## src/rtl/mul_share_pkg.sv

```systemverilog
// Shared types and helpers for the multiplier-sharing controller.
package mul_share_pkg;

    localparam int unsigned MUL_LAT_DEFAULT = 2;
    localparam int unsigned ID_W_MAX        = 2;
    localparam int unsigned TAG_W_MAX       = 16;

    typedef enum logic [1:0] {
        MUL    = 2'd0,
        MULH   = 2'd1,
        MULHSU = 2'd2,
        MULHU  = 2'd3
    } mul_op_e;

    typedef struct packed {
        logic                 valid;
        logic [ID_W_MAX-1:0]  id;
        logic [TAG_W_MAX-1:0] tag;
        mul_op_e              op;
        logic [31:0]          corr;
    } shadow_t;

    // Correction subtracted from the unsigned high half to get the signed / mixed-sign high half.
    function automatic logic [31:0] hi_corr(input logic [31:0] a, input logic [31:0] b, input mul_op_e op);
        logic        a_sgn;
        logic        b_sgn;
        logic [31:0] ca;
        logic [31:0] cb;
        a_sgn = (op == MULH) || (op == MULHSU);
        b_sgn = (op == MULH);
        ca    = (a_sgn && a[31]) ? b : 32'd0;
        cb    = (b_sgn && b[31]) ? a : 32'd0;
        return ca + cb;
    endfunction

endpackage

```

## src/rtl/mul_share_rr_arb.sv

```systemverilog
// One-hot round-robin arbiter; MUL_SHARE_FIXED_PRIO_EN turns it into lowest-index-wins fixed priority.
module mul_share_rr_arb #(
    parameter int unsigned N_REQ = 2,
    parameter int unsigned ID_W  = $clog2(N_REQ)
) (
`ifndef MUL_SHARE_FIXED_PRIO_EN
    input  logic             clk,
    input  logic             rst_n,
`endif
    input  logic [N_REQ-1:0] req,
    output logic [N_REQ-1:0] grant,
    output logic [ID_W-1:0]  grant_id,
    output logic             grant_any
);

    logic [N_REQ-1:0] pick;

`ifdef MUL_SHARE_FIXED_PRIO_EN
    assign pick = req;
`else
    logic [ID_W-1:0]  ptr_q;
    logic [N_REQ-1:0] mask;
    logic [N_REQ-1:0] masked;

    // Prefer requesters at or above the pointer, wrap to the rest otherwise.
    always_comb begin
        mask = '0;
        for (int i = 0; i < N_REQ; i++) begin
            mask[ID_W'(i)] = (ID_W'(i) >= ptr_q);
        end
        masked = req & mask;
        pick   = (|masked) ? masked : req;
    end

    always_ff @(posedge clk or negedge rst_n) begin
        if (!rst_n) begin
            ptr_q <= '0;
        end else if (grant_any) begin
            ptr_q <= (grant_id == ID_W'(N_REQ - 1)) ? '0 : grant_id + ID_W'(1);
        end
    end
`endif

    always_comb begin
        grant_id = '0;
        for (int i = N_REQ - 1; i >= 0; i--) begin
            if (pick[ID_W'(i)]) begin
                grant_id = ID_W'(i);
            end
        end
        grant_any = |req;
        grant     = grant_any ? (N_REQ'(1) << grant_id) : '0;
    end

endmodule

```

## src/rtl/mul_share_ctrl.sv

```systemverilog
// Shares one pipelined 32x32->64 multiplier between N_REQ requesters with a shadow tracking pipe.
// Build option: MUL_SHARE_FIXED_PRIO_EN selects fixed-priority arbitration instead of round-robin.
module mul_share_ctrl
    import mul_share_pkg::*;
#(
    parameter int unsigned N_REQ   = 2,
    parameter int unsigned TAG_W   = 4,
    parameter int unsigned MUL_LAT = MUL_LAT_DEFAULT
) (
    input  logic                        clk,
    input  logic                        rst_n,
    input  logic [N_REQ-1:0]            req_valid,
    output logic [N_REQ-1:0]            req_ready,
    input  logic [N_REQ-1:0][31:0]      req_a,
    input  logic [N_REQ-1:0][31:0]      req_b,
    input  logic [N_REQ-1:0][1:0]       req_op,
    input  logic [N_REQ-1:0][TAG_W-1:0] req_tag,
    output logic [N_REQ-1:0]            resp_valid,
    output logic [31:0]                 resp_data,
    output logic [TAG_W-1:0]            resp_tag,
    output logic [31:0]                 mul_a,
    output logic [31:0]                 mul_b,
    input  logic [63:0]                 mul_r
);

    localparam int unsigned ID_W = $clog2(N_REQ);

    logic [N_REQ-1:0] arb_req;
    logic [N_REQ-1:0] grant;
    logic [ID_W-1:0]  gid;
    logic             gany;
    logic [31:0]      sel_a;
    logic [31:0]      sel_b;
    mul_op_e          sel_op;
    shadow_t          issue_s;
    shadow_t          pipe_q [MUL_LAT+1];
    shadow_t          fin;

    // No grant is offered while reset is asserted.
    assign arb_req   = req_valid & {N_REQ{rst_n}};
    assign req_ready = grant;

    mul_share_rr_arb #(
        .N_REQ (N_REQ),
        .ID_W  (ID_W)
    ) u_arb (
`ifndef MUL_SHARE_FIXED_PRIO_EN
        .clk       (clk),
        .rst_n     (rst_n),
`endif
        .req       (arb_req),
        .grant     (grant),
        .grant_id  (gid),
        .grant_any (gany)
    );

    always_comb begin
        sel_a         = req_a[gid];
        sel_b         = req_b[gid];
        sel_op        = mul_op_e'(req_op[gid]);
        issue_s       = '0;
        issue_s.valid = gany;
        issue_s.id    = ID_W_MAX'(gid);
        issue_s.tag   = TAG_W_MAX'(req_tag[gid]);
        issue_s.op    = sel_op;
        issue_s.corr  = hi_corr(sel_a, sel_b, sel_op);
    end

    // Operand registers and shadow pipe; the pipe never stalls, matching the multiplier.
    always_ff @(posedge clk or negedge rst_n) begin
        if (!rst_n) begin
            mul_a <= '0;
            mul_b <= '0;
            for (int i = 0; i <= MUL_LAT; i++) begin
                pipe_q[i] <= '0;
            end
        end else begin
            if (gany) begin
                mul_a <= sel_a;
                mul_b <= sel_b;
            end
            pipe_q[0] <= issue_s;
            for (int i = 1; i <= MUL_LAT; i++) begin
                pipe_q[i] <= pipe_q[i-1];
            end
        end
    end

    assign fin = pipe_q[MUL_LAT];

    // Final stage lines up with mul_r of the same operation.
    always_comb begin
        resp_valid = '0;
        resp_data  = '0;
        resp_tag   = '0;
        if (fin.valid) begin
            resp_valid = N_REQ'(1) << fin.id;
            resp_tag   = TAG_W'(fin.tag);
            resp_data  = (fin.op == MUL) ? mul_r[31:0] : (mul_r[63:32] - fin.corr);
        end
    end

endmodule
```

## config.mk

```make
export PLATFORM = sky130hd
export DESIGN_NAME = mul_share_ctrl
export DESIGN_NICKNAME = d
export VERILOG_FILES = /design/src/rtl/mul_share_pkg.sv /design/src/rtl/mul_share_rr_arb.sv /design/src/rtl/mul_share_ctrl.sv
export SDC_FILE = /design/constraint.sdc
export NUM_CORES = 1
export LEC_CHECK = 0
export CELL_PAD_IN_SITES_DETAIL_PLACEMENT = 2
export CELL_PAD_IN_SITES_GLOBAL_PLACEMENT = 2
export CORE_MARGIN = 2
export CORE_UTILIZATION = 39
export CTS_CLUSTER_SIZE = 30
export DETAILED_ROUTE_END_ITERATION = 8
export DONT_BUFFER_PORTS = 1
export PLACE_DENSITY = 0.89
export SLEW_MARGIN = 0
export SYNTH_ARGS = -nofsm -noshare
export SYNTH_HDL_FRONTEND = slang
export SYNTH_SLANG_ARGS = --single-unit
```

## constraint.sdc

```tcl
create_clock -name clk -period 3.1 [get_ports clk]
set_input_delay 0.155 -clock clk [delete_from_list [all_inputs] [get_ports clk]]
set_output_delay 0.155 -clock clk [all_outputs]
set_load 0.05 [all_outputs]
```

==> flow_summary.yaml, run 1 <==
status:
  status: "complete, but fails checks"
  violations: "negative hold slack, negative setup slack"
critical_path:
  crit_type: "reg -> out"
  r2r_end: "mul_a[1]"
  path_max_fanout: 3
  start_kind: "flop"
  end_kind: "output pin"
  r2r_slack_ps: 1960
  cp.arrival_ps: 3390
  cp.required_ps: 2940
  r2r-start: "mul_a[1]"
  r2r_cells: 1
die:
  ioPinCount: 312
  row_count: 57
  core_area_um2: 24100
  die_w_um: 160
  initial_core_util_pct: 39.5
  die_y_um: 160
  die_area_um2: 25700
drt:
  ant_nets: 0
  wl_per_cell_um: 31.2
  post-route-drc-count: 0
  vias: 8269
  finalWirelength_um: 43200
  vias_per_cell: 5.98
  drt_pre_antenna_iters: 5
  first_iter_violations: 646
sta:
  max_freq_mhz: 282
  hold_viol_final: 181
  skew_ps: 10.8
  tns_ps: -4950
  slew_headroom_pct: 40.4
  worst_slack_ps: -449
  min_period_ps: 3550
  tightest_slew_ps: 894
  setup_viol: 25
  period_share_pct: 114
  fin_hold_ws_ps: -616
  rsz0062_at_grt: "yes"
  slew_viol_final: 0
synth:
  syn_area_um2: 9520
  yosys.area.top_type_share_pct: 47.6
  synth.distinct_cells: 56
  ys_top_cells_by_area: "dfrtp_1 48%, ha_1 8.3%, mux2_2 7.6%"
  ys_ff_latch: 181
  ys.flop_type: "dfrtp_1"
  yosysWarnings: 0
  async_reset_ff_share_pct: 100
  synth_edf_count: 0
  postSynthCellCount: 900
  ys_seq_area_share_pct: 47.6
  synth_area_per_cell_um2: 10.6
  synth_top_area_cell: "dfrtp_1"
clocking:
  cts_tree: "yes"
  clk_pin_slew_ps: 80
  clkSinkCount: 181
  insertion_delay_ps: 460
  cts_buffers: 17
  cts_buffer_depth: 2
  root_buffer: "clkbuf_16"
  cts_hold_buf: 70
  htreeDepth: 4
grt:
  use_met3_pct: 6.55
  grt_pass1_vias: 9107
  grt_max_degree: 183
  grt_pass1_wl_um: 56800
  gr-usage-all-layers_pct: 29.4
  grt_busiest_layer: "met2"
  use_met2_pct: 53.0
  overflow: 0
  grt_antenna_before_repair: 0
  grt_util_met1_pct: 33.8
pwr:
  design_power_total_uw: 7090
  seq_power_share_pct: 44.5
  p_leak_uw: 0.00568
  switchingPower_uw: 2730
  intPower_uw: 4350
  clockPowerShare_pct: 31.6
  netSwitchingFraction_pct: 38.6
  vdd_drop_max_mv: 0.366
  power_frac_comb_pct: 23.9
  power.density_nw_per_um2: 578
min_path:
  hold_class: "in -> async"
placed_design:
  port_buffers: 0
  gp_congestion: 0.861
  dp_hpwl_um: 21300
cells_and_area:
  mostFrequentLayoutCell: "dfrtp_1"
  final_cell_mix: "180 x dfrtp_1, 78 x buf_4, 70 x dlygate4sd3_1, 64 x mux2_2, 57 x nand2_1"
  n_fill_cell: 2387
  final_nets: 1318
  antenna_cells: 0
  drive_gt1_share_pct: 26.1
  multi_input_area_um2: 5040
  regArea_um2: 4530
  area_delta_synth_final_pct: 28.9
flow_run:
  drv_cap: 0
## power groups by stage
| stage | combinational, uW | sequential (uW) | clock (uW) |
|---|---|---|---|
| 6_report | 1690 | 3150 | 2240 |
| 2_1_floorplan | 971 | 3100 | 0 |
| 4_1_cts | 1500 | 3120 | 2170 |
| 3_3_place_gp | 1240 | 3140 | 0 |
| 5_1_grt | 1780 | 3170 | 2340 |
| 3_5_place_dp | 1310 | 3160 | 0 |
## metrics by stage
step	setup WS (ps)	std cells	util [%]	instance area [um2]
after CTS	-410	1369	49.5	11900
after global placement	-286	1258	43.0	10400
after detailed placement	-390	1258	43.0	10400
final	-449	1382	50.9	12300
after floorplan	12.9	901	-	9530
after global routing	-579	1382	50.9	12300
## routing by layer
layer	wire length, um	share of wire, %
met5	0	0
met4	1750	4.1
met3	2410	5.6
met2	22200	51
met1	16800	39
## final cells by class
class | instances | share of cell area, %
Multi-Input combinational cell | 629 | 41.1
Sequential cell | 181 | 36.9
Timing Repair Buffer | 167 | 12.4
Clock buffer | 18 | 3.50
Tap cell | 324 | 3.31
Inverter | 49 | 1.50
Clock inverter | 14 | 1.26
## worst max-delay path: stages (launching register included)
cell	delay (ps)
dfrtp_1	440
ha_4	190
inv_2	50
fa_2	220
a21oi_4	80
o211ai_2	200
o2111ai_2	220
a31oi_4	270
a21oi_4	100
o41ai_4	290
a221oi_2	150
or4b_1	500
nand3_2	100
buf_12	140
## logic make-up (layout without fill, tap and decap cells)
family	after synthesis	count (layout)	share of synthesized area, %
and+or+nand+nor	236	236	13.1
AOI/OAI and AO/OA	208	208	14.2
DFF	181	181	47.6
buffers and inverters	91	248	3.80
adders and majority gates	65	65	8.70
muxes	65	65	7.68
xor gates and xnor gates	53	53	4.88
other	1	2	0.0394
## sequential cells by signal, indices dropped and copies added (netlist names)
register  cells
pipe_q       78
fin          39
mul_a        32
mul_b        32
## cell usage after synthesis (all sizes together), types with 2 or more instances
cell,instances
a211oi,2
a21boi,3
a21o,25
a21oi,65
a311oi,2
a31oi,10
a41oi,2
and2,52
and3,33
and4,2
buf,8
clkbuf,34
dfrtp,181
fa,2
ha,63
inv,49
mux2,64
nand2,59
nand2b,6
nand3,21
nand3b,2
nand4,13
nor2,24
nor2b,10
nor3,8
nor4,2
o211a,5
o211ai,10
o21a,6
o21ai,59
o21bai,4
o31ai,7
or2,2
xnor2,33
xor2,20
## what timing repair did
item,CTS,global route
setup buffers,9,14
gates resized for setup,61,47
setup endpoints to repair,24,36
pin swaps,20,32
endpoints found under the hold margin,252,181
## how the worst max path moves through the flow
| stage | from | end | slack [ps] |
|---|---|---|---|
| after floorplan | req_op[1] | pipe_q[136] | 10 |
| after global placement | req_op[1] | pipe_q[136] | -290 |
| after detailed placement | req_op[1] | pipe_q[136] | -390 |
| after CTS | fin[0] | resp_data[28] | -410 |
| after global routing | fin[0] | resp_data[28] | -580 |
| final | fin[0] | resp_data[28] | -450 |
No activity file was read; power rests on OpenSTA's default activity.
==> run 2, diff against run 1 <==
- PLACE_DENSITY: 0.89 -> 0.81
==> flow_summary.yaml, run 2 (synthesis results as in run 1) <==
placed_design:
  gp_congestion: 0.851
  placedInstanceArea_um2: 10300
  dp_hpwl_um: 20500
  port_buffers: 0
drt:
  vias: 8215
  dr_wl_met3_um: 2830
  top_layer: "met4"
  routed-wl-met2_um: 21700
  finalWirelength_um: 42500
  first_iter_violations: 531
  post-route-drc-count: 0
  drt_pre_antenna_iters: 5
  ant_nets: 0
  drt-met1-wl_um: 16100
  vias_per_cell: 5.95
  wl_per_cell_um: 30.7
sta:
  slew_headroom_pct: 43.2
  max_freq_mhz: 286
  rsz0062_at_grt: "yes"
  hold_viol_final: 181
  min_period_ps: 3490
  worst_slack_ps: -391
  tightest_slew_ps: 849
  fin_hold_ws_ps: -617
  slew_viol_final: 0
  skew_ps: 7.96
  period_share_pct: 113
  setup_viol: 17
grt:
  gr-usage-all-layers_pct: 29.1
  overflow: 0
  grt_pass1_wl_um: 56700
  grt_pass1_vias: 9076
  grt_antenna_before_repair: 1
  grt_max_degree: 183
cells_and_area:
  area_delta_synth_final_pct: 29.1
  top_register: "pipe_q"
  largest_reg_flops: 78
  final_nets: 1317
  n_fill_cell: 2402
  final_area_um2: 12300
  mostFrequentLayoutCell: "dfrtp_1"
  drive_gt1_share_pct: 26.4
  fin_util_pct: 51.0
  final_cell_mix: "180 x dfrtp_1, 79 x buf_4, 70 x dlygate4sd3_1, 64 x mux2_2, 57 x nand2_1"
clocking:
  cts_hold_buf: 70
  cts_buffers: 17
  clkSinkCount: 181
  cts_buffer_depth: 2
  clk_pin_slew_ps: 80
  root_buffer: "clkbuf_16"
  htreeDepth: 4
  insertion_delay_ps: 450
  cts_tree: "yes"
critical_path:
  cp.required_ps: 2940
  r2r_end: "mul_a[1]"
  cp.arrival_ps: 3340
  r2r_cells: 1
  r2r-start: "mul_a[1]"
  path_max_fanout: 2
  start_kind: "flop"
  r2r_slack_ps: 1950
  end_kind: "output pin"
  crit_type: "reg -> out"
status:
  violations: "negative hold slack, negative setup slack"
  status: "complete, but fails checks"
die:
  ioPinCount: 312
  die_y_um: 160
  die_w_um: 160
  die_area_um2: 25700
  initial_core_util_pct: 39.5
  core_area_um2: 24100
  row_count: 57
pwr:
  power.density_nw_per_um2: 574
  p_leak_uw: 0.00564
  vdd_drop_max_mv: 0.513
flow_run:
  drv_cap: 0
min_path:
  hold_class: "in -> async"
[run 2: worst max-delay path, stage by stage, from the launching register on]
cell and delay (ps):
dfrtp_1 440, ha_4 190, inv_2 60, fa_2 250, a21oi_4 70, o211ai_2 170, o2111ai_2 190, a31oi_4 260
a21oi_4 100, o41ai_4 270, a221oi_2 140, or4b_1 500, nand3_2 100, buf_12 140
[run 2: through the flow]
step | cells | setup slack, ps | setup TNS [ps] | power (uW) | hold slack, ps
detailed placement | 1256 | -347 | -1400 | 4450 | -138
CTS | 1368 | -472 | -1970 | 6750 | -615
floorplan | 901 | 12.9 | 0 | 4070 | -141
finish | 1381 | -391 | -2780 | 7050 | -617
global placement | 1256 | -179 | -366 | 4380 | -137
global route | 1381 | -509 | -5050 | 7270 | -635
[run 2: cell type report]
| class | instances | area, um2 | area share [%] |
|---|---|---|---|
| antenna | 1 | 2.50 | 0.0204 |
| multi-input combinational | 629 | 5090 | 41.5 |
| clock buffer | 20 | 447 | 3.64 |
| tap | 324 | 405 | 3.30 |
| timing repair buffer | 166 | 1500 | 12.2 |
| clock inverter | 11 | 123 | 0.998 |
| inverter | 49 | 184 | 1.50 |
| sequential | 181 | 4530 | 36.9 |
[run 2: per-layer routing]
layer	track usage, %	up-vias
met5	0	-
met1	34.0	4225
met4	9.83	0
met3	6.78	130
met2	52.6	433
li1	-	3427
[run 2: power by group]
group / internal, uW / switching [uW] / total, uW
combinational: 697 / 972 / 1670
clock: 1150 / 1070 / 2220
sequential: 2580 / 576 / 3160
total: 4430 / 2620 / 7050
[run 2: repair_timing]
action / CTS / global route
setup buffers: 11 / 14
endpoints found under the setup margin: 21 / 33
hold endpoints to repair: 251 / 181
pin swaps: 22 / 36
resized for setup: 50 / 65
cloned: 0 / 1
[run 2: worst max path at each step]
| stage | from | endpoint | slack (ps) | cells past startpoint |
|---|---|---|---|---|
| floorplan | req_op[1] | pipe_q[136] | 10 | 16 |
| global placement | req_op[1] | pipe_q[136] | -180 | 15 |
| detailed placement | req_op[1] | pipe_q[136] | -350 | 15 |
| CTS | fin[0] | resp_data[28] | -470 | 13 |
| global route | fin[0] | resp_data[28] | -510 | 13 |
| finish | fin[0] | resp_data[28] | -390 | 13 |
==> run 3, diff against run 2 <==
- SETUP_SLACK_MARGIN: not set -> 0.05
==> flow_summary.yaml, run 3 (synthesis results as in run 1) <==
status:
  status: "complete, but fails checks"
  violations: "negative hold slack, negative setup slack"
clocking:
  clk_pin_slew_ps: 70
  clkSinkCount: 181
  cts_hold_buf: 70
  insertion_delay_ps: 460
  cts_tree: "yes"
  cts_buffers: 17
  root_buffer: "clkbuf_16"
  htreeDepth: 4
  cts_buffer_depth: 2
critical_path:
  path_buf_inv: 2
  start_kind: "flop"
  crit_type: "reg -> out"
  path_max_fanout: 3
  crit_family: "compound AO/OA/AOI/OAI gates"
  critPathMostFrequentCell: "a21oi_4"
  cp.arrival_ps: 3260
  cp.required_ps: 2940
  critical_path.cell_chain: "ha_2 > inv_2 > fa_2 > a21oi_4 > o211ai_2 > o2111ai_2 > a31oi_4 > a21oi_4 > o41ai_4 > a221oi_2 > or4b_4 > nand3_2 > buf_12"
  end_kind: "output pin"
  crit_slowest_cell: "or4b_4"
  cp_slowest_stage_delay_ps: 530
drt:
  drt_pre_antenna_iters: 8
  vias_per_cell: 5.83
  post-route-drc-count: 0
  vias: 8010
  ant_nets: 0
  first_iter_violations: 631
  wl_per_cell_um: 29.0
  finalWirelength_um: 39800
pwr:
  netSwitchingFraction_pct: 37.8
  vdd_drop_max_mv: 0.421
  seq_power_share_pct: 44.7
  clockPowerShare_pct: 33.2
  p_leak_uw: 0.00563
  power_frac_comb_pct: 22.1
  intPower_uw: 4400
  power.density_nw_per_um2: 584
  switchingPower_uw: 2670
die:
  die_y_um: 160
  die_area_um2: 25700
  core_area_um2: 24100
  initial_core_util_pct: 39.5
  ioPinCount: 312
  row_count: 57
  die_w_um: 160
sta:
  period_share_pct: 110
  slew_viol_final: 0
  max_freq_mhz: 293
  tightest_slew_ps: 892
  setup_viol: 21
  tns_ps: -2420
  rsz0062_at_grt: "yes"
  worst_slack_ps: -313
  fin_hold_ws_ps: -604
  hold_viol_final: 182
  min_period_ps: 3410
  slew_headroom_pct: 40.5
  skew_ps: 11.9
cells_and_area:
  n_fill_cell: 2387
  final_cell_mix: "180 x dfrtp_1, 70 x dlygate4sd3_1, 70 x buf_4, 64 x mux2_2, 59 x ha_1"
  top_register: "pipe_q"
  largest_reg_flops: 78
  layoutNonFillerInstCount: 1374
  final_nets: 1308
  drive_gt1_share_pct: 24.1
  mostFrequentLayoutCell: "dfrtp_1"
  area_delta_synth_final_pct: 27.2
min_path:
  hold_class: "in -> async"
grt:
  grt_max_degree: 183
  grt_antenna_before_repair: 0
  use_met3_pct: 6.36
  overflow: 0
  grt_pass1_vias: 8848
  grt_util_met1_pct: 33.7
  grt_pass1_wl_um: 55100
  gr-usage-all-layers_pct: 28.0
  grt_busiest_layer: "met2"
  use_met2_pct: 49.8
flow_run:
  drv_cap: 0
placed_design:
  gp_congestion: 0.850
  port_buffers: 0
  dp_hpwl_um: 20400
  place_worst_setup_slack_ps: -514
  place_inst: 1248
-- run 3: cell count changes in the layout (fill, tap and decap cells not counted), moves of 4 or more --
cell | previous run | this run
ha_1 | 54 | 59
o21ai_0 | 36 | 41
a21oi_1 | 42 | 52
ha_4 | 9 | 1
a21oi_2 | 17 | 9
buf_4 | 79 | 70
inv_2 | 6 | 1
inv_1 | 43 | 48
o21ai_1 | 14 | 10
-- run 3: layout make-up --
cell class / count / area [um2] / area share, %
diodes: 2 / 5.00 / 0.0413
clock buffers: 18 / 429 / 3.54
clock inverters: 14 / 185 / 1.53
inverters: 49 / 184 / 1.52
multi-input cells: 629 / 4940 / 40.8
flip-flops and latches: 181 / 4530 / 37.4
well taps: 324 / 405 / 3.35
repair buffers: 157 / 1430 / 11.8
-- run 3: metrics by stage --
stage	total power, uW	utilization [%]	area, um2
final	7070	50.2	12100
after global routing	7300	50.2	12100
after CTS	6860	49.0	11800
after detailed placement	4440	42.6	10300
after global placement	4380	42.6	10300
after floorplan	4070	-	9530
-- run 3: worst paths after layout --
check | startpoint | end | slack [ps] | cells past startpoint
setup / recovery | fin[0] | resp_data[28] | -310 | 13
hold / removal | rst_n | pipe_q[56] | -600 | 0
setup reg to reg | mul_b[21] | mul_b[21] | 1890 | 1
hold reg to reg | pipe_q[141] | pipe_q[88] | 350 | 0
max in group asynchronous | rst_n | fin[52] | 3520 | 0
min in group clk | req_a[31] | pipe_q[137] | -10 | 2
-- run 3: routing by layer --
metal | share of wire (%) | wire length [um]
met1 | 39 | 15600
met2 | 51 | 20500
met3 | 5.8 | 2310
met4 | 3.6 | 1420
met5 | 0 | 0
-- run 3: what timing repair did --
item / in CTS / in global routing
cloned: 0 / 0
setup endpoints to repair: 23 / 40
buffers inserted: 10 / 14
pin swaps: 19 / 34
endpoints found under the hold margin: 251 / 181
gates resized for setup: 39 / 46
-- run 3: power by group through the flow --
| stage | clock [uW] | sequential [uW] | combinational [uW] |
|---|---|---|---|
| 3_3_place_gp | 0 | 3140 | 1230 |
| 6_report | 2350 | 3160 | 1560 |
| 2_1_floorplan | 0 | 3100 | 971 |
| 4_1_cts | 2290 | 3120 | 1450 |
| 3_5_place_dp | 0 | 3160 | 1280 |
| 5_1_grt | 2460 | 3170 | 1670 |
